<file path="config.mk">
export PLATFORM = sky130hd
export DESIGN_NAME = pipeline_ctrl_flat
export DESIGN_NICKNAME = d
export VERILOG_FILES = /design/src/rtl/pipeline_ctrl_pkg.sv /design/src/rtl/pipeline_ctrl_if.sv /design/src/rtl/pipeline_ctrl_hazard_detect.sv /design/src/rtl/pipeline_ctrl.sv /design/src/flat_wrapper.sv
export SDC_FILE = /design/constraint.sdc
export NUM_CORES = 1
export LEC_CHECK = 0
export CORE_UTILIZATION = 30
export DETAILED_ROUTE_END_ITERATION = 10
export GPL_TIMING_DRIVEN = 0
export PLACE_DENSITY = 0.75
export SLEW_MARGIN = 20
export SYNTH_ARGS = -nofsm -noshare
export SYNTH_HDL_FRONTEND = slang
export SYNTH_SLANG_ARGS = --single-unit
export TNS_END_PERCENT = 1
</file>
<file path="constraint.sdc">
create_clock -name clk_i -period 4.55 [get_ports clk_i]
set_input_delay 0.455 -clock clk_i [delete_from_list [all_inputs] [get_ports clk_i]]
set_output_delay 0.455 -clock clk_i [all_outputs]
set_load 0.005 [all_outputs]
</file>
<file path="src/rtl/pipeline_ctrl_pkg.sv">
// Shared types and constants for the RV32I pipeline stall/flush/hold controller.
package pipeline_ctrl_pkg;

  localparam int unsigned RV_REG_W = 5;
  localparam logic [RV_REG_W-1:0] REG_X0 = 5'd0;

  typedef enum logic {
    RUN      = 1'b0,
    MEM_WAIT = 1'b1
  } state_e;

  typedef struct packed {
    logic pc_write;
    logic ifid_write;
    logic ifid_flush;
    logic idex_bubble;
    logic pipe_hold;
  } ctrl_t;

endpackage

</file>
<file path="src/rtl/pipeline_ctrl_if.sv">
// Pipeline-side hazard/cache inputs and controller enables, grouped as one bundle.
interface pipeline_ctrl_if #(
  parameter int unsigned CNT_W = 32
);
  import pipeline_ctrl_pkg::*;

  logic [RV_REG_W-1:0] id_rs1_i;
  logic [RV_REG_W-1:0] id_rs2_i;
  logic                id_use_rs1_i;
  logic                id_use_rs2_i;
  logic                id_branch_i;
  logic                id_branch_taken_i;
  logic [RV_REG_W-1:0] ex_rd_i;
  logic                ex_reg_write_i;
  logic                ex_mem_read_i;
  logic [RV_REG_W-1:0] mem_rd_i;
  logic                mem_mem_read_i;
  logic                dmem_req_i;
  logic                dmem_ready_i;

  logic                pc_write_o;
  logic                ifid_write_o;
  logic                ifid_flush_o;
  logic                idex_bubble_o;
  logic                pipe_hold_o;
  logic                err_timeout_o;
  logic [CNT_W-1:0]    stall_cnt_o;
  logic [CNT_W-1:0]    flush_cnt_o;
  logic [CNT_W-1:0]    wait_cnt_o;

  modport master (
    output id_rs1_i, id_rs2_i, id_use_rs1_i, id_use_rs2_i, id_branch_i, id_branch_taken_i,
           ex_rd_i, ex_reg_write_i, ex_mem_read_i, mem_rd_i, mem_mem_read_i,
           dmem_req_i, dmem_ready_i,
    input  pc_write_o, ifid_write_o, ifid_flush_o, idex_bubble_o, pipe_hold_o,
           err_timeout_o, stall_cnt_o, flush_cnt_o, wait_cnt_o
  );

  modport slave (
    input  id_rs1_i, id_rs2_i, id_use_rs1_i, id_use_rs2_i, id_branch_i, id_branch_taken_i,
           ex_rd_i, ex_reg_write_i, ex_mem_read_i, mem_rd_i, mem_mem_read_i,
           dmem_req_i, dmem_ready_i,
    output pc_write_o, ifid_write_o, ifid_flush_o, idex_bubble_o, pipe_hold_o,
           err_timeout_o, stall_cnt_o, flush_cnt_o, wait_cnt_o
  );

endinterface

</file>
<file path="src/rtl/pipeline_ctrl_hazard_detect.sv">
// Combinational load-use and branch-operand hazard detection for the instruction in ID.
module hazard_detect
  import pipeline_ctrl_pkg::*;
(
  input  logic [RV_REG_W-1:0] id_rs1,
  input  logic [RV_REG_W-1:0] id_rs2,
  input  logic                id_use_rs1,
  input  logic                id_use_rs2,
  input  logic                id_branch,
  input  logic [RV_REG_W-1:0] ex_rd,
  input  logic                ex_reg_write,
  input  logic                ex_mem_read,
  input  logic [RV_REG_W-1:0] mem_rd,
  input  logic                mem_mem_read,
  output logic                hz_lu_c,
  output logic                hz_br_c
);

  logic ex_dep;
  logic mem_dep;

  // x0 is hardwired to zero, so a write to it never creates a dependency
  function automatic logic reads_reg(input logic [RV_REG_W-1:0] r,
                                     input logic [RV_REG_W-1:0] rs1,
                                     input logic [RV_REG_W-1:0] rs2,
                                     input logic use1,
                                     input logic use2);
    return (r != REG_X0) && ((use1 && (rs1 == r)) || (use2 && (rs2 == r)));
  endfunction

  always_comb begin
    ex_dep  = reads_reg(ex_rd,  id_rs1, id_rs2, id_use_rs1, id_use_rs2);
    mem_dep = reads_reg(mem_rd, id_rs1, id_rs2, id_use_rs1, id_use_rs2);
    hz_lu_c = ex_mem_read && ex_dep;
    hz_br_c = id_branch && ((ex_reg_write && ex_dep) || (mem_mem_read && mem_dep));
  end

endmodule

</file>
<file path="src/rtl/pipeline_ctrl.sv">
// Stall/flush/hold sequencer for the 5-stage RV32I pipeline with a dcache-miss freeze FSM.
// Optional perf counters are built when PIPELINE_CTRL_PERF_CNT_EN is defined.
module pipeline_ctrl
  import pipeline_ctrl_pkg::*;
#(
  parameter int unsigned WAIT_TIMEOUT = 255,
  parameter int unsigned CNT_W        = 32
) (
  input  logic           clk_i,
  input  logic           rst_i,
  pipeline_ctrl_if.slave bus
);

  localparam int unsigned WCNT_W = $clog2(WAIT_TIMEOUT + 1);
  localparam logic [WCNT_W-1:0] WAIT_MAX = WCNT_W'(WAIT_TIMEOUT);

  state_e            state;
  state_e            state_nxt;
  logic [WCNT_W-1:0] wait_q;
  logic [WCNT_W-1:0] wait_inc;
  logic              err_q;
  logic              hz_lu_c;
  logic              hz_br_c;
  logic              stall_c;
  logic              take_c;
  logic              hold_c;
  ctrl_t             ctrl_c;

  hazard_detect u_hazard_detect (
    .id_rs1       (bus.id_rs1_i),
    .id_rs2       (bus.id_rs2_i),
    .id_use_rs1   (bus.id_use_rs1_i),
    .id_use_rs2   (bus.id_use_rs2_i),
    .id_branch    (bus.id_branch_i),
    .ex_rd        (bus.ex_rd_i),
    .ex_reg_write (bus.ex_reg_write_i),
    .ex_mem_read  (bus.ex_mem_read_i),
    .mem_rd       (bus.mem_rd_i),
    .mem_mem_read (bus.mem_mem_read_i),
    .hz_lu_c      (hz_lu_c),
    .hz_br_c      (hz_br_c)
  );

  always_ff @(posedge clk_i) begin
    if (rst_i) state <= RUN;
    else       state <= state_nxt;
  end

  always_comb begin
    state_nxt = state;
    case (state)
      RUN:      if (bus.dmem_req_i && !bus.dmem_ready_i) state_nxt = MEM_WAIT;
      MEM_WAIT: if (bus.dmem_ready_i) state_nxt = RUN;
      default:  state_nxt = RUN;
    endcase
  end

  // Wait counter saturates at the timeout so a long miss cannot wrap it
  assign wait_inc = (wait_q == WAIT_MAX) ? wait_q : wait_q + WCNT_W'(1);

  always_ff @(posedge clk_i) begin
    if (rst_i) begin
      wait_q <= '0;
      err_q  <= 1'b0;
    end else if (state == RUN) begin
      if (state_nxt == MEM_WAIT) wait_q <= '0;
    end else if (!bus.dmem_ready_i) begin
      wait_q <= wait_inc;
      if (wait_inc == WAIT_MAX) err_q <= 1'b1;
    end
  end

  // The ready cycle is not held so the pipeline advances on that edge
  always_comb begin
    stall_c = hz_lu_c || hz_br_c;
    take_c  = bus.id_branch_i && bus.id_branch_taken_i && !stall_c;
    hold_c  = !rst_i && bus.dmem_req_i && !bus.dmem_ready_i && (state == RUN);
    if (!rst_i && (state == MEM_WAIT) && !bus.dmem_ready_i) hold_c = 1'b1;
  end

  always_comb begin
    ctrl_c = '{pc_write: 1'b1, ifid_write: 1'b1, ifid_flush: 1'b0,
               idex_bubble: 1'b0, pipe_hold: 1'b0};
    if (rst_i) begin
      ctrl_c = '{pc_write: 1'b0, ifid_write: 1'b0, ifid_flush: 1'b1,
                 idex_bubble: 1'b1, pipe_hold: 1'b0};
    end else if (hold_c) begin
      ctrl_c.pc_write   = 1'b0;
      ctrl_c.ifid_write = 1'b0;
      ctrl_c.pipe_hold  = 1'b1;
    end else if (stall_c) begin
      ctrl_c.pc_write    = 1'b0;
      ctrl_c.ifid_write  = 1'b0;
      ctrl_c.idex_bubble = 1'b1;
    end else if (take_c) begin
      ctrl_c.ifid_flush = 1'b1;
    end
  end

  assign bus.pc_write_o    = ctrl_c.pc_write;
  assign bus.ifid_write_o  = ctrl_c.ifid_write;
  assign bus.ifid_flush_o  = ctrl_c.ifid_flush;
  assign bus.idex_bubble_o = ctrl_c.idex_bubble;
  assign bus.pipe_hold_o   = ctrl_c.pipe_hold;
  assign bus.err_timeout_o = err_q;

`ifdef PIPELINE_CTRL_PERF_CNT_EN
  localparam logic [CNT_W-1:0] CNT_MAX = {CNT_W{1'b1}};

  logic [CNT_W-1:0] stall_cnt_q;
  logic [CNT_W-1:0] flush_cnt_q;
  logic [CNT_W-1:0] wait_cnt_q;

  // Saturating perf counters; the reset branch keeps the reset cycle uncounted
  always_ff @(posedge clk_i) begin
    if (rst_i) begin
      stall_cnt_q <= '0;
      flush_cnt_q <= '0;
      wait_cnt_q  <= '0;
    end else begin
      if (stall_c && !hold_c && (stall_cnt_q != CNT_MAX)) stall_cnt_q <= stall_cnt_q + CNT_W'(1);
      if (ctrl_c.ifid_flush && (flush_cnt_q != CNT_MAX))  flush_cnt_q <= flush_cnt_q + CNT_W'(1);
      if (hold_c && (wait_cnt_q != CNT_MAX))              wait_cnt_q  <= wait_cnt_q + CNT_W'(1);
    end
  end

  assign bus.stall_cnt_o = stall_cnt_q;
  assign bus.flush_cnt_o = flush_cnt_q;
  assign bus.wait_cnt_o  = wait_cnt_q;
`else
  assign bus.stall_cnt_o = {CNT_W{1'b0}};
  assign bus.flush_cnt_o = {CNT_W{1'b0}};
  assign bus.wait_cnt_o  = {CNT_W{1'b0}};
`endif

endmodule

</file>
<file path="src/flat_wrapper.sv">
// flat-port wrapper written by rule: the top's interface ports become plain ports
module pipeline_ctrl_flat import pipeline_ctrl_pkg::*;
#(
  parameter int unsigned WAIT_TIMEOUT = 255,
  parameter int unsigned CNT_W        = 32
)
  (clk_i, rst_i, bus_id_rs1_i, bus_id_rs2_i, bus_id_use_rs1_i, bus_id_use_rs2_i, bus_id_branch_i, bus_id_branch_taken_i, bus_ex_rd_i, bus_ex_reg_write_i, bus_ex_mem_read_i, bus_mem_rd_i, bus_mem_mem_read_i, bus_dmem_req_i, bus_dmem_ready_i, bus_pc_write_o, bus_ifid_write_o, bus_ifid_flush_o, bus_idex_bubble_o, bus_pipe_hold_o, bus_err_timeout_o, bus_stall_cnt_o, bus_flush_cnt_o, bus_wait_cnt_o);
  pipeline_ctrl_if #(.CNT_W(CNT_W)) bus_i ();
  input  logic clk_i;
  input  logic rst_i;
  input wire logic [$bits(bus_i.id_rs1_i)-1:0] bus_id_rs1_i;
  input wire logic [$bits(bus_i.id_rs2_i)-1:0] bus_id_rs2_i;
  input wire logic [$bits(bus_i.id_use_rs1_i)-1:0] bus_id_use_rs1_i;
  input wire logic [$bits(bus_i.id_use_rs2_i)-1:0] bus_id_use_rs2_i;
  input wire logic [$bits(bus_i.id_branch_i)-1:0] bus_id_branch_i;
  input wire logic [$bits(bus_i.id_branch_taken_i)-1:0] bus_id_branch_taken_i;
  input wire logic [$bits(bus_i.ex_rd_i)-1:0] bus_ex_rd_i;
  input wire logic [$bits(bus_i.ex_reg_write_i)-1:0] bus_ex_reg_write_i;
  input wire logic [$bits(bus_i.ex_mem_read_i)-1:0] bus_ex_mem_read_i;
  input wire logic [$bits(bus_i.mem_rd_i)-1:0] bus_mem_rd_i;
  input wire logic [$bits(bus_i.mem_mem_read_i)-1:0] bus_mem_mem_read_i;
  input wire logic [$bits(bus_i.dmem_req_i)-1:0] bus_dmem_req_i;
  input wire logic [$bits(bus_i.dmem_ready_i)-1:0] bus_dmem_ready_i;
  output wire logic [$bits(bus_i.pc_write_o)-1:0] bus_pc_write_o;
  output wire logic [$bits(bus_i.ifid_write_o)-1:0] bus_ifid_write_o;
  output wire logic [$bits(bus_i.ifid_flush_o)-1:0] bus_ifid_flush_o;
  output wire logic [$bits(bus_i.idex_bubble_o)-1:0] bus_idex_bubble_o;
  output wire logic [$bits(bus_i.pipe_hold_o)-1:0] bus_pipe_hold_o;
  output wire logic [$bits(bus_i.err_timeout_o)-1:0] bus_err_timeout_o;
  output wire logic [$bits(bus_i.stall_cnt_o)-1:0] bus_stall_cnt_o;
  output wire logic [$bits(bus_i.flush_cnt_o)-1:0] bus_flush_cnt_o;
  output wire logic [$bits(bus_i.wait_cnt_o)-1:0] bus_wait_cnt_o;
  assign bus_i.id_rs1_i = bus_id_rs1_i;
  assign bus_i.id_rs2_i = bus_id_rs2_i;
  assign bus_i.id_use_rs1_i = bus_id_use_rs1_i;
  assign bus_i.id_use_rs2_i = bus_id_use_rs2_i;
  assign bus_i.id_branch_i = bus_id_branch_i;
  assign bus_i.id_branch_taken_i = bus_id_branch_taken_i;
  assign bus_i.ex_rd_i = bus_ex_rd_i;
  assign bus_i.ex_reg_write_i = bus_ex_reg_write_i;
  assign bus_i.ex_mem_read_i = bus_ex_mem_read_i;
  assign bus_i.mem_rd_i = bus_mem_rd_i;
  assign bus_i.mem_mem_read_i = bus_mem_mem_read_i;
  assign bus_i.dmem_req_i = bus_dmem_req_i;
  assign bus_i.dmem_ready_i = bus_dmem_ready_i;
  assign bus_pc_write_o = bus_i.pc_write_o;
  assign bus_ifid_write_o = bus_i.ifid_write_o;
  assign bus_ifid_flush_o = bus_i.ifid_flush_o;
  assign bus_idex_bubble_o = bus_i.idex_bubble_o;
  assign bus_pipe_hold_o = bus_i.pipe_hold_o;
  assign bus_err_timeout_o = bus_i.err_timeout_o;
  assign bus_stall_cnt_o = bus_i.stall_cnt_o;
  assign bus_flush_cnt_o = bus_i.flush_cnt_o;
  assign bus_wait_cnt_o = bus_i.wait_cnt_o;
  pipeline_ctrl #(.WAIT_TIMEOUT(WAIT_TIMEOUT), .CNT_W(CNT_W)) u_core (.clk_i(clk_i), .rst_i(rst_i), .bus(bus_i));
endmodule
</file>
# Yosys cells after proc, flatten, opt, wreduce, memory -nomap -nowiden
# Cells that the tools add are included.
# W data, S select, Z words.
[word_totals]
register_bits = 10
inputBits = 31
word_cells = 59
out_inout_bits = 102
[op_classes]
n_bitwise = 2
muxes = 16
reduce_logical = 30
n_addsub = 1
eq_ne = 7
[op_table]
columns = ["op", "count"]
rows = [
  ["$mux W8", 4],
  ["$eq A5 B5 Y1", 4],
  ["$logic_and A1 B1 Y1", 18],
  ["$eq A8 B8 Y1 const B", 2],
  ["$reduce_bool A5 Y1", 2],
  ["$add A8 B1 Y8 const B", 1],
  ["$mux W1", 7],
  ["$mux W2", 3],
  ["$mux W5", 1],
  ["$logic_or A1 B1 Y1", 4],
  ["$logic_not A1 Y1", 3],
  ["$reduce_and A3 Y1", 1],
  ["$ne A2 B2 Y1 const B", 1],
  ["$not A1 Y1", 2],
  ["$pmux W1 S2", 1],
  ["$reduce_and A2 Y1", 1],
  ["$reduce_bool A2 Y1", 1],
]

# Depth between registers and ports, before layout
# Gate-level depths: netlist (run 1).
[logic_depth]
ltp_word = 14
mapped_depth = 7
depth_no_buf = 6

# Hierarchy
# From an unflattened synthesis (run 1), not the netlist that was laid out.
[hier_totals]
hier_cells = 220
hier_area_um2 = 1686.6
[modules_own_cells]
columns = ["module", "area_per_inst_um2", "seq_area_each_um2", "cells_per_inst", "n_inst"]
rows = [
  ["pipeline_ctrl", 1408.9, 200.2, 182, 1],
  ["hazard_detect", 277.8, 0.0, 38, 1],
]

# Worst setup path after synthesis (run 1)
# OpenSTA, ideal clock, no wires.
[synth_path]
kind = "input -> output"
from = "input bus_mem_rd_i[0]"
to = "output bus_pc_write_o"
n_path_buf = 1
path_slack_ps = 2333
required_time_ps = 4095
arrival_time_ps = 1762
path_stages = 5
path_cell_list = "or3_1 > o311a_1 > a22oi_1 > nor3b_1 > buf_4"
[synth_between]
elab_chain_len = 11
word_cells_on_any_way = 14
classes_between = "eq/ne: 2; mux: 3; reduce/logical: 9"
[synth_lines]
columns = ["item", "line", "source"]
rows = [
  ["start: declaration", "flat_wrapper.sv:20", "input wire logic [$bits(bus_i.mem_rd_i)-1:0] bus_mem_rd_i;"],
  ["$eq A5 B5 Y1", "pipeline_ctrl_hazard_detect.sv:28", "return (r != REG_X0) && ((use1 && (rs1 == r)) || (use2 && (rs2 == r)));"],
  ["$logic_and A1 B1 Y1", "pipeline_ctrl_hazard_detect.sv:28", ""],
  ["$logic_or A1 B1 Y1", "pipeline_ctrl_hazard_detect.sv:28", ""],
  ["$logic_and A1 B1 Y1 *", "pipeline_ctrl_hazard_detect.sv:28", ""],
  ["$logic_and A1 B1 Y1 *", "pipeline_ctrl_hazard_detect.sv:35", "hz_br_c = id_branch && ((ex_reg_write && ex_dep) || (mem_mem_read && mem_dep));"],
  ["$logic_or A1 B1 Y1 *", "pipeline_ctrl_hazard_detect.sv:35", ""],
  ["$logic_and A1 B1 Y1 *", "pipeline_ctrl_hazard_detect.sv:35", ""],
  ["$logic_or A1 B1 Y1 *", "pipeline_ctrl.sv:75", "stall_c = hz_lu_c || hz_br_c;"],
  ["$mux W2 *", "pipeline_ctrl.sv:91", "end else if (stall_c) begin"],
  ["$mux W2 *", "pipeline_ctrl.sv:87", "end else if (hold_c) begin"],
  ["$mux W5 *", "pipeline_ctrl.sv:84", "if (rst_i) begin"],
  ["end: declaration", "flat_wrapper.sv:24", "output wire logic [$bits(bus_i.pc_write_o)-1:0] bus_pc_write_o;"],
]
# Every way passes the cells marked *; elsewhere a longest branch is shown, timed or not.

# Worst setup path after layout (run 1)
# Same ends and word-level chain as after synthesis.

==> results of run 1 <==
-- power by group through the flow --
stage / Sequential (mW) / Combinational (mW) / Clock [mW]
finish: 0.0895 / 0.156 / 0.0946
global route: 0.0894 / 0.170 / 0.102
CTS: 0.0894 / 0.153 / 0.0972
detailed placement: 0.0912 / 0.153 / 0
global placement: 0.0911 / 0.151 / 0
floorplan: 0.0909 / 0.107 / 0
-- area by class of cell --
cell class                 count  area (sq um)
clock buffer                   3          41.3
tap                           70          87.6
fill                         549          2720
timing repair buffer          36           360
multi-input combinational    196          1040
inverter                       3          11.3
sequential                    10           200
buffer                       101           752
-- stage by stage --
| stage | setup WS, ns | hold slack [ns] | std cells |
|---|---|---|---|
| after detailed placement | 1.24 | 0.472 | 416 |
| after CTS | 1.24 | 0.486 | 419 |
| final | 1.25 | 0.477 | 419 |
| after global routing | 1.15 | 0.513 | 419 |
| after floorplan | 2.33 | 0.456 | 310 |
| after global placement | 1.30 | 0.453 | 416 |
-- cells by family (layout without fill, tap and decap cells) --
family	after synthesis	count (layout)	share of synthesized area (%)
AOI/OAI and AO/OA	36	36	15.0
xor gates and xnor gates	21	21	11.2
adders and majority gates	1	1	0.761
buffers and inverters	104	143	46.4
DFF	10	10	12.2
other	1	96	0.228
and+or+nand+nor	42	42	14.2
-- registers in the layout, indices dropped and copies added, names as in the netlist --
register and flops:
u_core.bus.err_timeout_o 1, u_core.state 1, u_core.wait_q 8
-- layer usage --
layer  GRT usage (%)  routed length, um  part of all wire, %  up-vias
met5               0                  0                    0        -
met4            3.27                 31                 0.84        0
met3            3.23                341                  9.3        4
met2            23.7               1930                   52       75
met1            12.6               1390                   38      639
li1                -                  -                    -      815
-- Yosys cell counts, types with 2 or more instances --
cell,n,area share [%]
nand4_1,6,2.3
o22ai_1,2,0.76
o311a_1,2,1.2
or3_1,2,0.76
a32oi_1,2,1.1
xnor2_1,21,11
a21oi_1,8,2.4
dfxtp_1,10,12
o21ai_0,6,1.8
buf_4,97,44
o31ai_1,2,0.91
nand2b_1,2,0.76
nor3_1,3,0.91
a211oi_1,3,1.4
nor2_1,8,1.8
nand3_1,5,1.5
nor3b_1,2,0.91
a31oi_1,2,0.76
nand2_1,6,1.4
inv_1,3,0.68
clkbuf_1,2,0.46
-- critical path, cell delays in order --
cell	delay, ns
clkdlybuf4s50_1	0.49
or3_1	0.40
o311a_1	0.29
a22oi_1	0.26
nor3b_1	0.29
buf_4	0.15
clkdlybuf4s50_1	0.50
-- worst min-delay path by stage --
stage	from	end	slack, ns	cells past startpoint
6_report	u_core.bus.err_timeout_o	u_core.bus.err_timeout_o	0.48	2
5_1_grt	u_core.bus.err_timeout_o	u_core.bus.err_timeout_o	0.51	2
4_1_cts	u_core.bus.err_timeout_o	u_core.bus.err_timeout_o	0.49	2
3_5_place_dp	u_core.bus.err_timeout_o	u_core.bus.err_timeout_o	0.47	2
3_3_place_gp	u_core.bus.err_timeout_o	u_core.bus.err_timeout_o	0.45	2
2_1_floorplan	u_core.bus.err_timeout_o	u_core.bus.err_timeout_o	0.46	2
==> out/qor.yml, run 1 <==
critical_path:
  path_class: "in2out"
  crit_path_max_fanout: 3
  rr_worst_depth: 6
  cp.arrival_ns: 2.84
  rr_startpoint: "u_core.wait_q[0]"
  endpoint: "bus_pc_write_o"
  crit_start: "bus_mem_rd_i[0]"
  critPathCaptureType: "primary output"
  r2r_setup_slack_ns: 2.66
  reg2reg_to: "u_core.wait_q[3]"
  critPathLaunchType: "input pin"
  crit_required_ns: 4.09
pwr:
  powerDensity_mw_per_mm2: 137
  sw_frac_of_total_pct: 28.1
  netSwitchingPower_uw: 95.7
  seq_power_share_pct: 26.3
  vdd_drop_max_v: 0.0000765
  clkPwrFrac_pct: 27.8
  pwr-share-comb_pct: 45.9
  total_power_uw: 340
  leakage_nw: 1.25
  p_int_uw: 244
sta:
  worst_pin_slew_ns: 0.538
  period_share_pct: 72.5
  rsz0062_at_grt: "false"
  drv_slew: 0
  fin_setup_tns_ns: 0
  fmax_ghz: 0.303
  period_minus_slack_ns: 3.30
  finalSetupViolations: 0
  relSlewSlack_pct: 64.0
  skew_ns: 0.00315
  final_hold_viol_count: 0
placed_design:
  io_buffers: 36
  gp_congestion: 0.865
  placed_area_sq_mm: 0.00245
  dp.final_hpwl_um: 3210
clock_network:
  cts_root_buf: "clkbuf_8"
  clockBufferDepth: 2
  cts_setup_buffers: 0
  cts_tree: "yes"
  cts_made_buffers: 3
  clkTransAtPathRegs_ns: 0.05
  clock-sinks: 10
  clk_latency_ns: 0.24
  htreeDepth: 1
  cts-resized-gates: 0
  holdBufCountCts: 0
logic_synthesis:
  ys_types: 42
  syn_inst: 215
  synth_edf_count: 0
  yosys_most_used_dff: "dfxtp_1"
  seq_area_frac_synth_pct: 12.2
  async_flop_share_pct: 0
  avgSynthCellArea_sq_um: 7.65
  syn_area_sq_mm: 0.00164
  synth_seq_cells: 10
  ys_warn_count: 0
cells_and_area:
  layout-drive-gt1-share_pct: 30.4
  diodes: 0
  final_util_pct: 47.8
  area_delta_synth_final_pct: 51.4
  design_area_sq_mm: 0.00249
  final_nets: 383
  mostFrequentLayoutCell: "buf_4"
  layout_common_cells: "buf_4, conb_1, clkdlybuf4s50_1"
global_routing:
  first_global_vias: 1329
  grt_pass1_wl_um: 5900
  grt_antenna_before_repair: 0
  grt_usage_pct: 12.1
  grt-ovfl-total: 0
  grt_max_degree: 11
routing:
  drt-total-wl_um: 3690
  drt_iter0_markers: 107
  postRouteAntennaNets: 0
  routed_via_density: 3.66
  drc: 0
  dr.pass1.iters: 4
  vias: 1533
  wire_per_inst_um: 8.80
floorplan:
  die_w_um: 76.0
  design.core.area_sq_mm: 0.00520
  dieArea_sq_mm: 0.00578
  chipHeight_um: 76.0
  start_util_pct: 31.6
  rows: 26
  io_pins: 133
status:
  outcome: "complete, no violations"
flow_run:
  maxCapViolCount: 0
worst_hold_path:
  hp-class: "reg2reg"
Note: power is estimated with default switching activity, not from simulation.
==> run 2: changes to the inputs <==
--- a/config.mk
+++ b/config.mk
@@ -8,7 +8,7 @@
 export CORE_UTILIZATION = 30
 export DETAILED_ROUTE_END_ITERATION = 10
 export GPL_TIMING_DRIVEN = 0
-export PLACE_DENSITY = 0.75
+export PLACE_DENSITY = 0.78
 export SLEW_MARGIN = 20
 export SYNTH_ARGS = -nofsm -noshare
 export SYNTH_HDL_FRONTEND = slang
==> constraint.sdc (replaced) <==
create_clock -name clk_i -period 2.9 [get_ports clk_i]
set_input_delay 0.29 -clock clk_i [delete_from_list [all_inputs] [get_ports clk_i]]
set_output_delay 0.29 -clock clk_i [all_outputs]
set_load 0.005 [all_outputs]
==> run 2 against run 1 <==
Net effect:
- sequential cell count unchanged
- non-clock buffer count unchanged
- hold slack worse by 0.021 ns
- first-iteration DRC count down 54%
- sequential share of layout area down 0.076 points
- register-to-register slack worse by 1.7 ns
- critical path type unchanged
- highest routed layer unchanged
==> out/qor.yml, run 2 (synthesis results as in run 1) <==
sta:
  drv_slew: 0
  period_share_pct: 97.0
  skew_ns: 0.00298
  rsz0062_at_grt: "false"
  period_minus_slack_ns: 2.81
  final_hold_viol_count: 0
  relSlewSlack_pct: 59.3
  worst_pin_slew_ns: 0.608
  fmax_ghz: 0.356
  finalSetupViolations: 0
  whs_ns: 0.455
global_routing:
  grt_usage_pct: 12.0
  grt-ovfl-total: 0
  grt_pass1_wl_um: 5730
  grt_max_degree: 11
  grt_antenna_before_repair: 0
  first_global_vias: 1340
routing:
  postRouteAntennaNets: 0
  routed_via_density: 3.80
  drt_iter0_markers: 49
  wire_per_inst_um: 8.64
  vias: 1596
  drc: 0
  dr.pass1.iters: 4
  drt-total-wl_um: 3630
critical_path:
  crit_required_ns: 2.61
  rr_worst_depth: 6
  crit_buf_inv: 3
  crit_path_max_fanout: 3
  rr_startpoint: "u_core.wait_q[0]"
  endpoint: "bus_pc_write_o"
  cp.arrival_ns: 2.52
  crit_path_cell_trace: "clkdlybuf4s50_1 -> or3_1 -> o311a_1 -> a22oi_2 -> nor3b_2 -> buf_4 -> clkdlybuf4s50_1"
  path_class: "in2out"
  critPathCaptureType: "primary output"
  cpPeakStageDelay_ns: 0.49
  slowest_stage: "clkdlybuf4s50_1"
  crit_top_cell: "clkdlybuf4s50_1"
  crit_family: "buffers and inverters"
  reg2reg_to: "u_core.wait_q[3]"
  critPathLaunchType: "input pin"
  crit_cells: 7
  crit_start: "bus_mem_rd_i[0]"
  r2r_setup_slack_ns: 1.01
placed_design:
  dp.final_hpwl_um: 3150
  gp_congestion: 0.864
  io_buffers: 36
  post-place-cells: 416
floorplan:
  chipHeight_um: 76.0
  dieArea_sq_mm: 0.00578
  die_w_um: 76.0
  start_util_pct: 31.6
  rows: 26
  io_pins: 133
  design.core.area_sq_mm: 0.00520
clock_network:
  htreeDepth: 1
  clock-sinks: 10
  holdBufCountCts: 0
  clockBufferDepth: 2
  cts_made_buffers: 3
  clk_latency_ns: 0.24
  clkTransAtPathRegs_ns: 0.05
  cts_root_buf: "clkbuf_8"
  cts_tree: "yes"
flow_run:
  maxCapViolCount: 0
worst_hold_path:
  hp-class: "reg2reg"
cells_and_area:
  layout_common_cells: "buf_4, conb_1, clkdlybuf4s50_1"
  mostFrequentLayoutCell: "buf_4"
  stdcell_count: 420
  largest_register: "u_core.wait_q"
  layout-drive-gt1-share_pct: 31.1
  final_nets: 383
  area_delta_synth_final_pct: 52.9
  largest_reg_flops: 8
  diodes: 0
  n_fill_cell: 507
pwr:
  leakage_nw: 1.26
  powerDensity_mw_per_mm2: 225
  vdd_drop_max_v: 0.000125
status:
  outcome: "complete, no violations"
[run 2: layout make-up]
class	count	area (sq um)	area share, %
multi-input combinational	196	1050	41.7
buffer	101	752	29.9
inverter	3	11.3	0.448
clock buffer	4	55.1	2.19
tap	70	87.6	3.48
sequential	10	200	7.96
timing repair buffer	36	360	14.3
[run 2: worst min path at each step]
stage,slack [ns],cells past startpoint,startpoint,end
after floorplan,0.36,1,rst_i,u_core.wait_q[5]
after global placement,0.45,2,u_core.bus.err_timeout_o,u_core.bus.err_timeout_o
after detailed placement,0.45,2,u_core.bus.err_timeout_o,u_core.bus.err_timeout_o
after CTS,0.46,2,u_core.bus.err_timeout_o,u_core.bus.err_timeout_o
after global routing,0.50,2,u_core.bus.err_timeout_o,u_core.bus.err_timeout_o
final,0.46,2,u_core.bus.err_timeout_o,u_core.bus.err_timeout_o
[run 2: worst reg2reg max path, stage by stage (launching register included)]
cell and delay (ns):
dfxtp_1 0.36, ha_1 0.31, and2_1 0.23, and3_4 0.18, buf_6 0.13, or4_1 0.47, a21oi_1 0.15
[run 2: per-layer routing]
layer  share of wire (%)  GRT usage [%]  up-vias
met5                   0              0        -
met4                0.33           2.12        0
met3                  12           4.07        2
met2                  52           24.2       99
met1                  36           11.6      683
li1                    -              -      812
[run 2: what timing repair did]
item                                    4_1_cts  5_1_grt
endpoints found under the setup margin        1        1
pin swaps                                     0        0
gates resized for setup                       1        1
buffers inserted                              0        0
[run 2: through the flow]
step	utilization (%)	setup TNS [ns]	power [mW]	setup slack, ns	cell area (sq um)
2_1_floorplan	-	0	0.311	1.01	2000
3_3_place_gp	47.0	-0.0798	0.381	-0.0798	2450
3_5_place_dp	47.0	-0.0646	0.383	-0.0646	2450
4_1_cts	48.2	0	0.563	0.000844	2510
5_1_grt	48.3	0	0.597	0.00888	2510
6_report	48.3	0	0.566	0.0871	2510
[run 2: power breakdown]
group / internal [mW] / total [mW] / switching (mW)
logic: 0.154 / 0.247 / 0.0932
registers: 0.139 / 0.140 / 0.00140
clock network: 0.120 / 0.178 / 0.0586
total: 0.413 / 0.566 / 0.153
